$ cat src/rtl/rf_dump_reader.sv
// Register-file dump reader: walks [addr_lo..addr_hi] on one async read port
// and streams {addr,data} words over a valid/ready handshake.
module rf_dump_reader #(
   parameter int unsigned ADDR_WIDTH = 5,
   parameter int unsigned DATA_WIDTH = 32
) (
   input  logic                  clk,
   input  logic                  rst,
   input  logic                  start,
   input  logic [ADDR_WIDTH-1:0] addr_lo,
   input  logic [ADDR_WIDTH-1:0] addr_hi,
   output logic [ADDR_WIDTH-1:0] ra,
   input  logic [DATA_WIDTH-1:0] rd,
   output logic                  out_valid,
   input  logic                  out_ready,
   output logic [ADDR_WIDTH-1:0] out_addr,
   output logic [DATA_WIDTH-1:0] out_data,
   output logic                  busy,
   output logic                  done,
   output logic                  err
);

   typedef enum logic [1:0] {
      S_IDLE,
      S_READ,
      S_SEND,
      S_DONE
   } state_t;

   state_t                r_state;
   state_t                w_next;
   logic [ADDR_WIDTH-1:0] r_cnt;
   logic [ADDR_WIDTH-1:0] r_hi;
   logic [ADDR_WIDTH-1:0] r_out_addr;
   logic [DATA_WIDTH-1:0] r_out_data;
   logic                  r_out_valid;
   logic                  r_done;
   logic                  r_err;

   logic                  w_start_ok;
   logic                  w_start_bad;
   logic                  w_accept;
   logic                  w_last;

   assign w_start_ok  = (r_state == S_IDLE) && start && (addr_lo <= addr_hi);
   assign w_start_bad = (r_state == S_IDLE) && start && (addr_lo > addr_hi);
   assign w_accept    = r_out_valid && out_ready;
   // Compare before incrementing so the top address never needs a wrap.
   assign w_last      = (r_cnt == r_hi);

   // State register
   always_ff @(posedge clk) begin
      if (rst) begin
         r_state <= S_IDLE;
      end else begin
         r_state <= w_next;
      end
   end

   // Next-state logic
   always_comb begin
      w_next = r_state;
      unique case (r_state)
         S_IDLE: if (w_start_ok) w_next = S_READ;
         S_READ: w_next = S_SEND;
         S_SEND: if (w_accept) w_next = w_last ? S_DONE : S_READ;
         S_DONE: w_next = S_IDLE;
         default: w_next = S_IDLE;
      endcase
   end

   // Combinational outputs: read address and busy flag
   always_comb begin
      ra   = (r_state == S_READ) ? r_cnt : '0;
      busy = (r_state == S_READ) || (r_state == S_SEND);
   end

   // Datapath: range capture, word capture, handshake and status pulses
   always_ff @(posedge clk) begin
      if (rst) begin
         r_cnt       <= '0;
         r_hi        <= '0;
         r_out_addr  <= '0;
         r_out_data  <= '0;
         r_out_valid <= 1'b0;
         r_done      <= 1'b0;
         r_err       <= 1'b0;
      end else begin
         r_err  <= w_start_bad;
         r_done <= (r_state == S_SEND) && w_accept && w_last;
         unique case (r_state)
            S_IDLE: begin
               if (w_start_ok) begin
                  r_cnt <= addr_lo;
                  r_hi  <= addr_hi;
               end
            end
            S_READ: begin
               r_out_data  <= rd;
               r_out_addr  <= r_cnt;
               r_out_valid <= 1'b1;
            end
            S_SEND: begin
               if (w_accept) begin
                  r_out_valid <= 1'b0;
                  if (!w_last) r_cnt <= r_cnt + 1'b1;
               end
            end
            S_DONE: ;
            default: ;
         endcase
      end
   end

   assign out_valid = r_out_valid;
   assign out_addr  = r_out_addr;
   assign out_data  = r_out_data;
   assign done      = r_done;
   assign err       = r_err;

endmodule

$ cat config.mk
export PLATFORM = sky130hd
export DESIGN_NAME = rf_dump_reader
export DESIGN_NICKNAME = d
export VERILOG_FILES = /design/src/rtl/rf_dump_reader.sv
export SDC_FILE = /design/constraint.sdc
export NUM_CORES = 1
export LEC_CHECK = 0
export CAP_MARGIN = 10
export CORE_MARGIN = 1.5
export CORE_UTILIZATION = 56
export DETAILED_ROUTE_END_ITERATION = 6
export DONT_BUFFER_PORTS = 1
export GPL_TIMING_DRIVEN = 0
export PLACE_DENSITY = 0.7
export SLEW_MARGIN = 20
export SYNTH_ARGS = -nofsm -noshare
export SYNTH_HDL_FRONTEND = slang
export SYNTH_SLANG_ARGS = --single-unit
$ cat constraint.sdc
create_clock -name clk -period 1.6 [get_ports clk]
set_input_delay 0.32 -clock clk [delete_from_list [all_inputs] [get_ports clk]]
set_output_delay 0.32 -clock clk [all_outputs]
set_load 0.05 [all_outputs]
# After elaboration in Yosys (flattened, before gate mapping)
# Index checks and enable logic that the tools add are counted.
# op_classes
n_addsub	1
n_lt_le_gt_ge	2
eq_ne	7
muxes	11
n_reduce_logical	14
# ops
operator	n
$mux 5	4
$pmux 5 s2	1
$pmux 2 s4	1
$logic_and 1x1->1	6
$mux 2	3
$ne 2x2->1 const B	3
$reduce_and 2->1	3
$add 5x1->5 const B	1
$eq 5x5->1	1
$gt 5x5->1	1
$le 5x5->1	1
$eq 2x2->1 const B	2
$reduce_and 4->1	1
$reduce_bool 2->1	2
$eq 2x1->1 const B	1
$logic_not 2->1	1
$pmux 1 s2	1
$logic_or 1x1->1	1
$mux 1	1
# word_totals
reg_bits	52
inputBits	46
wordCells	43

# Depth between registers and ports, before layout
# Gate-level depths: netlist of the first run.
# depth
depth_word	5
depth_mapped	7

# Worst setup path before layout of the first run
# Ideal clock, no wire load.
# synth_path
path_kind	input to register
from	input port addr_hi[2]
to	register r_cnt[0]
setup_ns	0.134
t_arrival_ns	1.501
t_required_ns	1.466
slack_ns	-0.035
stages	7
n_path_buf	0
path_cell_list	inv_1 -> ha_1 -> nand3_1 -> o21a_1 -> o21a_1 -> o311ai_1 -> o41ai_2
# synth_between
elab_chain_len	4
# synth_lines
element	line	rtl
start, declared	11	input logic [ADDR_WIDTH-1:0] addr_hi,
$le 5x5->1	45	assign w_start_ok = (r_state == S_IDLE) && start && (addr_lo <= addr_hi);
$logic_and 1x1->1	45	
$ne 2x2->1 (no line)	--	
$reduce_and 4->1 (no line)	--	
end signal, assigned	94	r_cnt <= addr_lo;
end signal, assigned	106	if (!w_last) r_cnt <= r_cnt + 1'b1;
end, declared	32	logic [ADDR_WIDTH-1:0] r_cnt;
# Every way passes these cells.
# A chain may end at the register's enable or synchronous reset.

# Worst setup path after layout of the first run
# layout_path
from	register r_state[0]
to	register r_cnt[2]
# layout_between
elab_chain_len	5
elab_cells_between_ends	10
cone_classes	4 x eq/ne; 1 x mux; 5 x reduce/logical
# layout_lines
element	line	rtl
start, declared	30	state_t r_state;
start signal, assigned	56	r_state <= w_next;
$logic_not 2->1	45, 91	
$logic_and 1x1->1 (2 in a row)	45	
$ne 2x2->1 (no line)	--	
$reduce_and 4->1 (no line)	--	
# Several ways; a longest one is shown, not always the timed one.

==> flow_metrics.tcl, run 1 <==
set metrics [dict create \
    timing.setup.tns_ps -21.8 \
    drc_errors 0 \
    viasPerCell 5.67 \
    cp_data_required_time_ps 1790 \
    status "complete, but fails checks" \
    layout.cells.non_filler 303 \
    yosysWarningCount 0 \
    synth_area_sq_um 2320 \
    clkTransAtPathRegs_ps 90 \
    worstSetupPathType "reg -> reg" \
    fp.dieW_microns 67.3 \
    clock_sinks 52 \
    dp.cells 293 \
    synth_ff_type "dfxtp_1" \
    ys_top_cells_by_area "dfxtp_1, mux2i_1, nor2_1" \
    postCtsHoldBufs 0 \
    holdPathEnd "r_hi[0]" \
    synthCells 243 \
    rsz0062_at_grt "true" \
    clk_path_buf_depth 2 \
    grt_pass1_wl_mm 6.52 \
    synth_area_per_cell_sq_um 9.53 \
    grt_max_degree 15 \
    path_cells "clkinvlp_4 -> ha_4 -> buf_6 -> nor2b_4 -> o221ai_2 -> o31ai_1" \
    reg2reg_depth 6 \
    pin_count 92 \
    power_per_cell_area_nw_per_um2 2110 \
    cts_root_buffer "clkbuf_8" \
    dr.pass1.iters 4 \
    ys_top_cells_by_count "dfxtp_1, nor2_1, mux2i_1, a21oi_1, ha_1" \
    synth_top_area_share_pct 44.9 \
    holdCritPathClass "in -> reg" \
    worst_skew_pair.late_latency_ps 300 \
    fin_nets 310 \
    vdd_drop_max_mv 1.19 \
    antenna_found_initial 0 \
    tightestPinTransition_ps 516 \
    slew_viol_final 0 \
    arrival_ps 1810 \
    worst_slack_ps -21.8 \
    totalWireLength_mm 4.68 \
    io_buffers 0 \
    layout-area-overhead-vs-synth_pct 14.5 \
    holdPathStages 2 \
    period_minus_slack_ps 1620 \
    crit_fanout 5 \
    ys_ff_latch 52 \
    period_share_pct 101 \
    cts_tree "yes" \
    critPathCaptureType "register" \
    cts_max_level 2 \
    synth_edf_count 0 \
    cts_buffers 5 \
    drv_cap 0 \
    place_hpwl_mm 3.33 \
    setup_violations 1 \
    n_antenna_cell 0 \
    synth_top_area_cell "dfxtp_1" \
    synth_seq_area_share_pct 44.9 \
    hold_violations 0 \
    synth_nets 299 \
    violations "setup timing" \
    ant_nets 0 \
    reg2reg_setup_slack_ps -20 \
    die_h_microns 67.3 \
    drive_gt1_share_pct 19.0 \
    floorplan.initialDensity_pct 57.9 \
    reg2reg_from "r_state[0]" \
    yosysMostFrequentCell "dfxtp_1" \
    gr-total-overflow 0 \
    fmax_mhz 617 \
    rows 23 \
    cp_slowest_stage_delay_ps 380 \
    gp_congestion 0.877 \
    num_vias 1719 \
    core_area_sq_um 4000 \
    drtIter0Drc 42 \
    power_leakage_nw 1.02 \
    wl_per_cell_microns 15.4 \
    slew_headroom_pct 65.6 \
    finClkSkew_ps 4.44 \
    track_usage_pct 19.0 \
    die-area_sq_um 4530 \
    postSynth.asyncResetShare_pct 0 \
    fillCellCount 356 \
    synth_cell_type_count 41 \
    slowest_stage "dfxtp_4" \
    hold_start "addr_hi[0]" \
    cp-start-kind "register" \
    reg2reg_to "r_cnt[2]" \
    grt_pass1_vias 1419 \
]
[placed cells by master (no fill, tap or decap), types with 6 or more instances in the layout]
master / count
ha_1: 7
a21oi_1: 14
nand2_1: 8
nor2_1: 41
o21ai_0: 6
inv_1: 7
dfxtp_1: 49
clkbuf_1: 6
mux2i_1: 36
[power breakdown]
part           switching, W  internal, W  total [W]
Combinational       0.00113     0.000954    0.00209
Sequential          0.00106      0.00162    0.00268
Clock              0.000390     0.000449   0.000839
[worst max-delay path, delay by kind of cell (launching register included)]
family	cells	cell delay [ps]
flops	1	380
fa+ha+maj	1	200
simple gates	1	150
compound gates	2	520
buf+inv	2	250
[what timing repair did]
| item | CTS | global route |
|---|---|---|
| endpoints found under the setup margin | 11 | 12 |
| resized for setup | 29 | 15 |
| pin swaps | 2 | 3 |
| setup buffers | 2 | 3 |
[logic make-up after synthesis]
group | after synthesis | share of synthesized area, %
muxes | 37 | 16.0
DFF | 52 | 44.9
buffers and inverters | 21 | 4.00
AOI/OAI and AO/OA | 41 | 12.3
xor gates and xnor gates | 5 | 1.89
and+or+nand+nor | 77 | 15.4
adders and majority gates | 10 | 5.40
[routing by layer]
layer	up-vias	track usage (%)	part of all wire [%]
met5	-	0	0
met4	0	6.63	0.83
met3	5	8.50	10
met2	71	29.6	47
met1	780	23.4	42
li1	863	-	-
[state kept, by name, summed over array words and instances, names as in the netlist]
register and count:
done 1, err 1, out_addr 5, out_data 32
out_valid 1, r_cnt 5, r_hi 5, r_state 2
[metrics by stage]
| step | cell area [sq um] | hold WS, ps | util, % | power, W | worst slack, ps |
|---|---|---|---|---|---|
| after global placement | 2380 | 470 | 59.5 | 0.00437 | -197 |
| final | 2650 | 168 | 66.3 | 0.00560 | -21.8 |
| after detailed placement | 2380 | 479 | 59.5 | 0.00440 | -280 |
| after floorplan | 2320 | 467 | - | 0.00408 | -34.9 |
| after global routing | 2650 | 160 | 66.3 | 0.00589 | -34.2 |
| after CTS | 2560 | 161 | 64.0 | 0.00541 | -0.515 |
[area by class of cell]
cell class,instances,area (sq um),area share [%]
multi-input combinational,170,1300,49.1
sequential,52,1050,39.5
clock buffer,5,68.8,2.60
timing repair buffer,5,41.3,1.56
buffer,11,60.1,2.27
inverter,9,40.0,1.51
tap,50,62.6,2.36
clock inverter,1,30.0,1.13
[worst max-delay path by stage]
stage | slack, ps | endpoint | depth (start not counted) | startpoint
2_1_floorplan | -30 | r_cnt[0] | 7 | addr_hi[2]
3_3_place_gp | -200 | r_cnt[2] | 7 | addr_hi[2]
3_5_place_dp | -280 | r_cnt[3] | 7 | addr_hi[2]
4_1_cts | -0.5 | r_cnt[3] | 6 | r_state[0]
5_1_grt | -30 | r_cnt[2] | 6 | r_state[0]
6_report | -20 | r_cnt[2] | 6 | r_state[0]
Note: power is estimated with default switching activity, not from simulation.
==> inputs of run 2 (changes only) <==
==> constraint.sdc (replaced) <==
create_clock -name clk -period 1.3 [get_ports clk]
set_input_delay 0.26 -clock clk [delete_from_list [all_inputs] [get_ports clk]]
set_output_delay 0.26 -clock clk [all_outputs]
set_load 0.05 [all_outputs]
==> run 2 against run 1 <==
  * Sequential power grew 25%
  * Wire length grew 15%
  * The run still ends with setup timing left
  * Setup slack lost 200 ps
  * Combinational power grew 74%
  * Design area grew 17%
==> flow_metrics.tcl, run 2 (synthesis gave the netlist of run 1 again) <==
set metrics [dict create \
    cts_max_level 2 \
    track_usage_pct 23.5 \
    critPathCaptureType "output pin" \
    grt_max_degree 16 \
    cts_root_buffer "clkbuf_8" \
    rsz0062_at_grt "true" \
    fp.dieW_microns 67.3 \
    clockPowerShare_pct 12.1 \
    drive_gt1_share_pct 34.2 \
    pin_count 92 \
    cp-start-kind "register" \
    io_buffers 0 \
    violations "setup timing" \
    dp.cells 293 \
    p_sw_w 0.00360 \
    dr_wl_met3_microns 391 \
    n_antenna_cell 0 \
    postCtsHoldBufs 0 \
    core_area_sq_um 4000 \
    finClkSkew_ps 5.51 \
    grt_pass1_wl_mm 7.92 \
    vdd_drop_max_mv 1.64 \
    power_leakage_nw 1.16 \
    reg2reg_from "r_state[0]" \
    floorplan.initialDensity_pct 57.9 \
    viasPerCell 5.76 \
    layout.cells.non_filler 319 \
    ant_nets 0 \
    most-common-layout-cells "dfxtp_1, nor2_1, mux2i_1, a21oi_1, buf_4" \
    gr-total-overflow 0 \
    dr_wl_met2_mm 2.73 \
    status "complete, but fails checks" \
    crit_start "r_state[1]" \
    fmax_mhz 658 \
    period_share_pct 117 \
    cts_buffers 5 \
    p_int_w 0.00433 \
    gp_congestion 0.863 \
    dr.max_layer_used "met4" \
    largest_register_ffs 32 \
    hold_violations 0 \
    fin_area_sq_um 3100 \
    combPwrFrac_pct 45.8 \
    setup_violations 38 \
    worst_slack_ps -221 \
    holdCritPathClass "in -> reg" \
    layout-area-overhead-vs-synth_pct 33.9 \
    worst_skew_pair.late_latency_ps 310 \
    arrival_ps 1260 \
    wl_met1_mm 2.18 \
    place_hpwl_mm 3.39 \
    final_common_cell "dfxtp_1" \
    dpl-instance-area_sq_um 2520 \
    power_per_cell_area_nw_per_um2 2560 \
    totalWireLength_mm 5.40 \
    drtIter0Drc 39 \
    tightestPinTransition_ps 537 \
    slew_viol_final 0 \
    place_ws_ps -320 \
    swShare_pct 45.4 \
    die-area_sq_um 4530 \
    wl_per_cell_microns 16.9 \
    crit_fanout 7 \
    drc_errors 0 \
    cp_data_required_time_ps 1040 \
    die_h_microns 67.3 \
    antenna_found_initial 0 \
    rows 23 \
    cts_tree "yes" \
    hold_start "rd[28]" \
    dr.pass1.iters 4 \
    drv_cap 0 \
    num_vias 1838 \
    clk_path_buf_depth 2 \
    slew_headroom_pct 64.2 \
    clock_sinks 52 \
    period_minus_slack_ps 1520 \
    seq_power_share_pct 42.1 \
    worstSetupPathType "reg -> out" \
    grt_pass1_vias 1748 \
    fin_nets 324 \
    clkTransAtPathRegs_ps 90 \
]
-- run 2: cell types whose count changed in the layout (fill, tap and decap cells not counted), moves of 3 or more --
| cell | before | now |
|---|---|---|
| ha_1 | 7 | 3 |
| buf_6 | 3 | 6 |
| a21oi_1 | 14 | 11 |
| ha_4 | 3 | 7 |
| buf_4 | 4 | 11 |
| xnor2_1 | 5 | 0 |
| dfxtp_2 | 2 | 5 |
| inv_1 | 7 | 3 |
| a21oi_2 | 1 | 4 |
| dfxtp_1 | 49 | 45 |
| xnor2_2 | 0 | 4 |
-- run 2: path summary, 6_finish.rpt --
| path | to | slack, ps | cells past startpoint |
|---|---|---|---|
| setup / recovery | ra[4] | -220 | 4 |
| hold / removal | out_data[28] | 100 | 2 |
| setup reg to reg | r_cnt[0] | -210 | 7 |
| hold reg to reg | r_hi[0] | 520 | 2 |
-- run 2: per-layer routing --
metal | GRT usage, % | up-vias
met3 | 6.50 | 11
li1 | - | 900
met2 | 41.3 | 72
met5 | 0 | -
met4 | 8.93 | 0
met1 | 26.9 | 855
-- run 2: layout make-up --
cell class	count	area (sq um)
Multi-Input combinational cell	171	1540
Sequential cell	52	1050
Fill cell	272	898
Timing Repair Buffer	17	193
Buffer	12	100
Clock buffer	7	86.3
Tap cell	50	62.6
Inverter	9	53.8
Clock inverter	1	7.51
-- run 2: metrics by stage --
stage	power (W)	utilization (%)	TNS, ps	hold WS [ps]
2_1_floorplan	0.00519	-	-1460	407
3_3_place_gp	0.00554	62.9	-6590	410
3_5_place_dp	0.00558	62.9	-7550	418
4_1_cts	0.00776	76.0	-4150	101
5_1_grt	0.00831	77.5	-6380	97.3
6_report	0.00793	77.5	-3770	99.4
-- run 2: worst max-delay path, stage by stage (launching register included) --
cell and delay, ps:
dfxtp_4 370, inv_4 80, ha_4 130, buf_6 120, and2_4 250
-- run 2: power by group through the flow --
| stage | Combinational [W] | Clock, W | Sequential, W |
|---|---|---|---|
| after floorplan | 0.00198 | 0 | 0.00321 |
| after global placement | 0.00226 | 0 | 0.00328 |
| after detailed placement | 0.00229 | 0 | 0.00329 |
| after CTS | 0.00347 | 0.000971 | 0.00332 |
| after global routing | 0.00387 | 0.00103 | 0.00341 |
| final | 0.00363 | 0.000961 | 0.00334 |
-- run 2: timing repair --
item,in CTS,in global routing
gates resized for setup,52,7
pin swaps,17,5
setup buffers,13,2
endpoints found under the setup margin,54,51
cloned,2,1
==> inputs of run 3 (changes only) <==
--- a/config.mk
+++ b/config.mk
@@ -6,12 +6,13 @@
 export NUM_CORES = 1
 export LEC_CHECK = 0
 export CAP_MARGIN = 10
-export CORE_MARGIN = 1.5
+export CORE_MARGIN = 2
 export CORE_UTILIZATION = 56
 export DETAILED_ROUTE_END_ITERATION = 6
 export DONT_BUFFER_PORTS = 1
 export GPL_TIMING_DRIVEN = 0
 export PLACE_DENSITY = 0.7
+export SKIP_LAST_GASP = 1
 export SLEW_MARGIN = 20
 export SYNTH_ARGS = -nofsm -noshare
 export SYNTH_HDL_FRONTEND = slang
==> run 3 against run 2 <==
  * The flow still finishes with violations (setup timing)
  * Critical endpoint is now ra[0]
  * Via count rose by 0.49%
  * Combinational power rose by 6.6%
  * Critical path depth did not move
  * First-iteration DRC count rose by 23%
  * Largest power group unchanged
  * Register-to-register slack barely moved
  * Critical path type unchanged
  * Clock skew rose by 4.3 ps
==> flow_metrics.tcl, run 3 (synthesis gave the netlist of run 1 again) <==
set metrics [dict create \
    cp_data_required_time_ps 1040 \
    dpl-instance-area_sq_um 2520 \
    pin_count 92 \
    grt_pass1_wl_mm 7.42 \
    crit_fanout 7 \
    finClkSkew_ps 9.77 \
    p_sw_w 0.00367 \
    postCtsHoldBufs 0 \
    hold-worst-slack_ps 106 \
    vdd_drop_max_mv 1.58 \
    p_int_w 0.00448 \
    gp_congestion 0.868 \
    dr.pass1.iters 4 \
    violations "setup timing" \
    arrival_ps 1250 \
    power_leakage_nw 1.19 \
    slew_viol_final 0 \
    gr-total-overflow 0 \
    cts_max_level 2 \
    fmax_mhz 661 \
    worst_slack_ps -214 \
    cp-start-kind "register" \
    grt_max_degree 16 \
    rsz0062_at_grt "true" \
    path_cells "inv_4 -> ha_4 -> buf_6 -> and2_4" \
    endpoint "ra[0]" \
    worstSetupPathType "reg -> out" \
    cts_buffers 5 \
    rows 23 \
    drc_errors 0 \
    clkTransAtPathRegs_ps 90 \
    setup_violations 36 \
    swShare_pct 45.0 \
    n_antenna_cell 0 \
    drive_gt1_share_pct 38.2 \
    final_util_pct 79.9 \
    clk_path_buf_depth 2 \
    critPathCaptureType "output pin" \
    fin_area_sq_um 3200 \
    antenna_found_initial 0 \
    combPwrFrac_pct 47.5 \
    power_per_cell_area_nw_per_um2 2550 \
    drv_cap 0 \
    io_buffers 0 \
    timing.setup.tns_ps -3960 \
    slew_headroom_pct 61.0 \
    reg2reg_to "r_cnt[3]" \
    most-common-layout-cells "dfxtp_1, nor2_1, mux2i_1, buf_4, a21oi_1" \
    cp_slowest_stage_delay_ps 370 \
    fp.dieW_microns 68.3 \
    ant_nets 0 \
    totalWireLength_mm 5.33 \
    clockPowerShare_pct 11.5 \
    viasPerCell 5.68 \
    cts_root_buffer "clkbuf_8" \
    dr_wl_met3_microns 398 \
    status "complete, but fails checks" \
    tightestPinTransition_ps 585 \
    period_minus_slack_ps 1510 \
    track_usage_pct 21.4 \
    reg2reg_setup_slack_ps -210 \
    layout-area-overhead-vs-synth_pct 38.0 \
    cts_tree "yes" \
    holdCritPathClass "in -> reg" \
    drtIter0Drc 48 \
    largest_register_ffs 32 \
    worst_skew_pair.late_latency_ps 300 \
    crit_start "r_state[1]" \
    fillCellCount 269 \
    dr_wl_met2_mm 2.79 \
    place_hpwl_mm 3.32 \
    floorplan.initialDensity_pct 57.9 \
    num_vias 1847 \
    wl_per_cell_microns 16.4 \
    die-area_sq_um 4670 \
    die_h_microns 68.3 \
    grt_pass1_vias 1611 \
    final_common_cell "dfxtp_1" \
    clock_sinks 52 \
    seq_power_share_pct 41.0 \
    reg2reg_from "r_state[0]" \
    hold_violations 0 \
    period_share_pct 116 \
    slowest_stage "dfxtp_4" \
    core_area_sq_um 4000 \
    wl_met1_mm 2.10 \
    reg2reg_depth 6 \
    fin_nets 330 \
    dr.max_layer_used "met4" \
]
## run 3: changes by cell type in the layout (fill, tap and decap cells not counted), sizes merged
cell | before | now
bufbuf | 2 | 0
buf | 21 | 30
o22a | 2 | 1
## run 3: routing by layer
metal | track usage, % | vias up
li1 | - | 909
met4 | 8.00 | 0
met1 | 25.7 | 876
met5 | 0 | -
met2 | 35.8 | 58
met3 | 6.58 | 4
## run 3: cell type report
type | instances | area [sq um] | share of cell area (%)
Clock buffer | 7 | 86.3 | 2.70
Buffer | 11 | 95.1 | 2.98
Clock inverter | 1 | 7.51 | 0.235
Sequential cell | 52 | 1050 | 33.0
Tap cell | 50 | 62.6 | 1.96
Multi-Input combinational cell | 170 | 1560 | 48.9
Inverter | 9 | 53.8 | 1.68
Timing Repair Buffer | 25 | 272 | 8.50
## run 3: what timing repair did
action | CTS | global route
setup buffers | 13 | 10
gates cloned | 2 | 0
hold endpoints to repair | 0 | 0
setup endpoints to repair | 52 | 51
resized for setup | 51 | 20
pin swaps | 18 | 15
## run 3: per-stage QoR
| step | instances | worst slack, ps | power [W] |
|---|---|---|---|
| 2_1_floorplan | 243 | -147 | 0.00519 |
| 3_3_place_gp | 293 | -307 | 0.00554 |
| 3_5_place_dp | 293 | -318 | 0.00557 |
| 4_1_cts | 316 | -206 | 0.00766 |
| 5_1_grt | 325 | -259 | 0.00854 |
| 6_report | 325 | -214 | 0.00815 |
## run 3: how the worst min path moves through the flow
stage	cells past startpoint	from	slack (ps)	to
6_report	2	rd[25]	110	out_data[25]
3_3_place_gp	2	rd[29]	410	out_data[29]
3_5_place_dp	2	rd[14]	420	out_data[14]
4_1_cts	2	rd[14]	100	out_data[14]
2_1_floorplan	2	rd[12]	410	out_data[12]
5_1_grt	2	rd[26]	100	out_data[26]
## run 3: critical path, delay by kind of cell, from the launching register on
kind	cells	cell delay, ps
buf+inv	2	200
flops	1	370
simple gates	1	250
fa+ha+maj	1	130
## run 3: power groups by stage
stage | Sequential (W) | Combinational [W] | Clock [W]
global route | 0.00340 | 0.00412 | 0.00102
finish | 0.00334 | 0.00387 | 0.000941
detailed placement | 0.00329 | 0.00228 | 0
global placement | 0.00329 | 0.00226 | 0
floorplan | 0.00321 | 0.00198 | 0
CTS | 0.00332 | 0.00338 | 0.000959
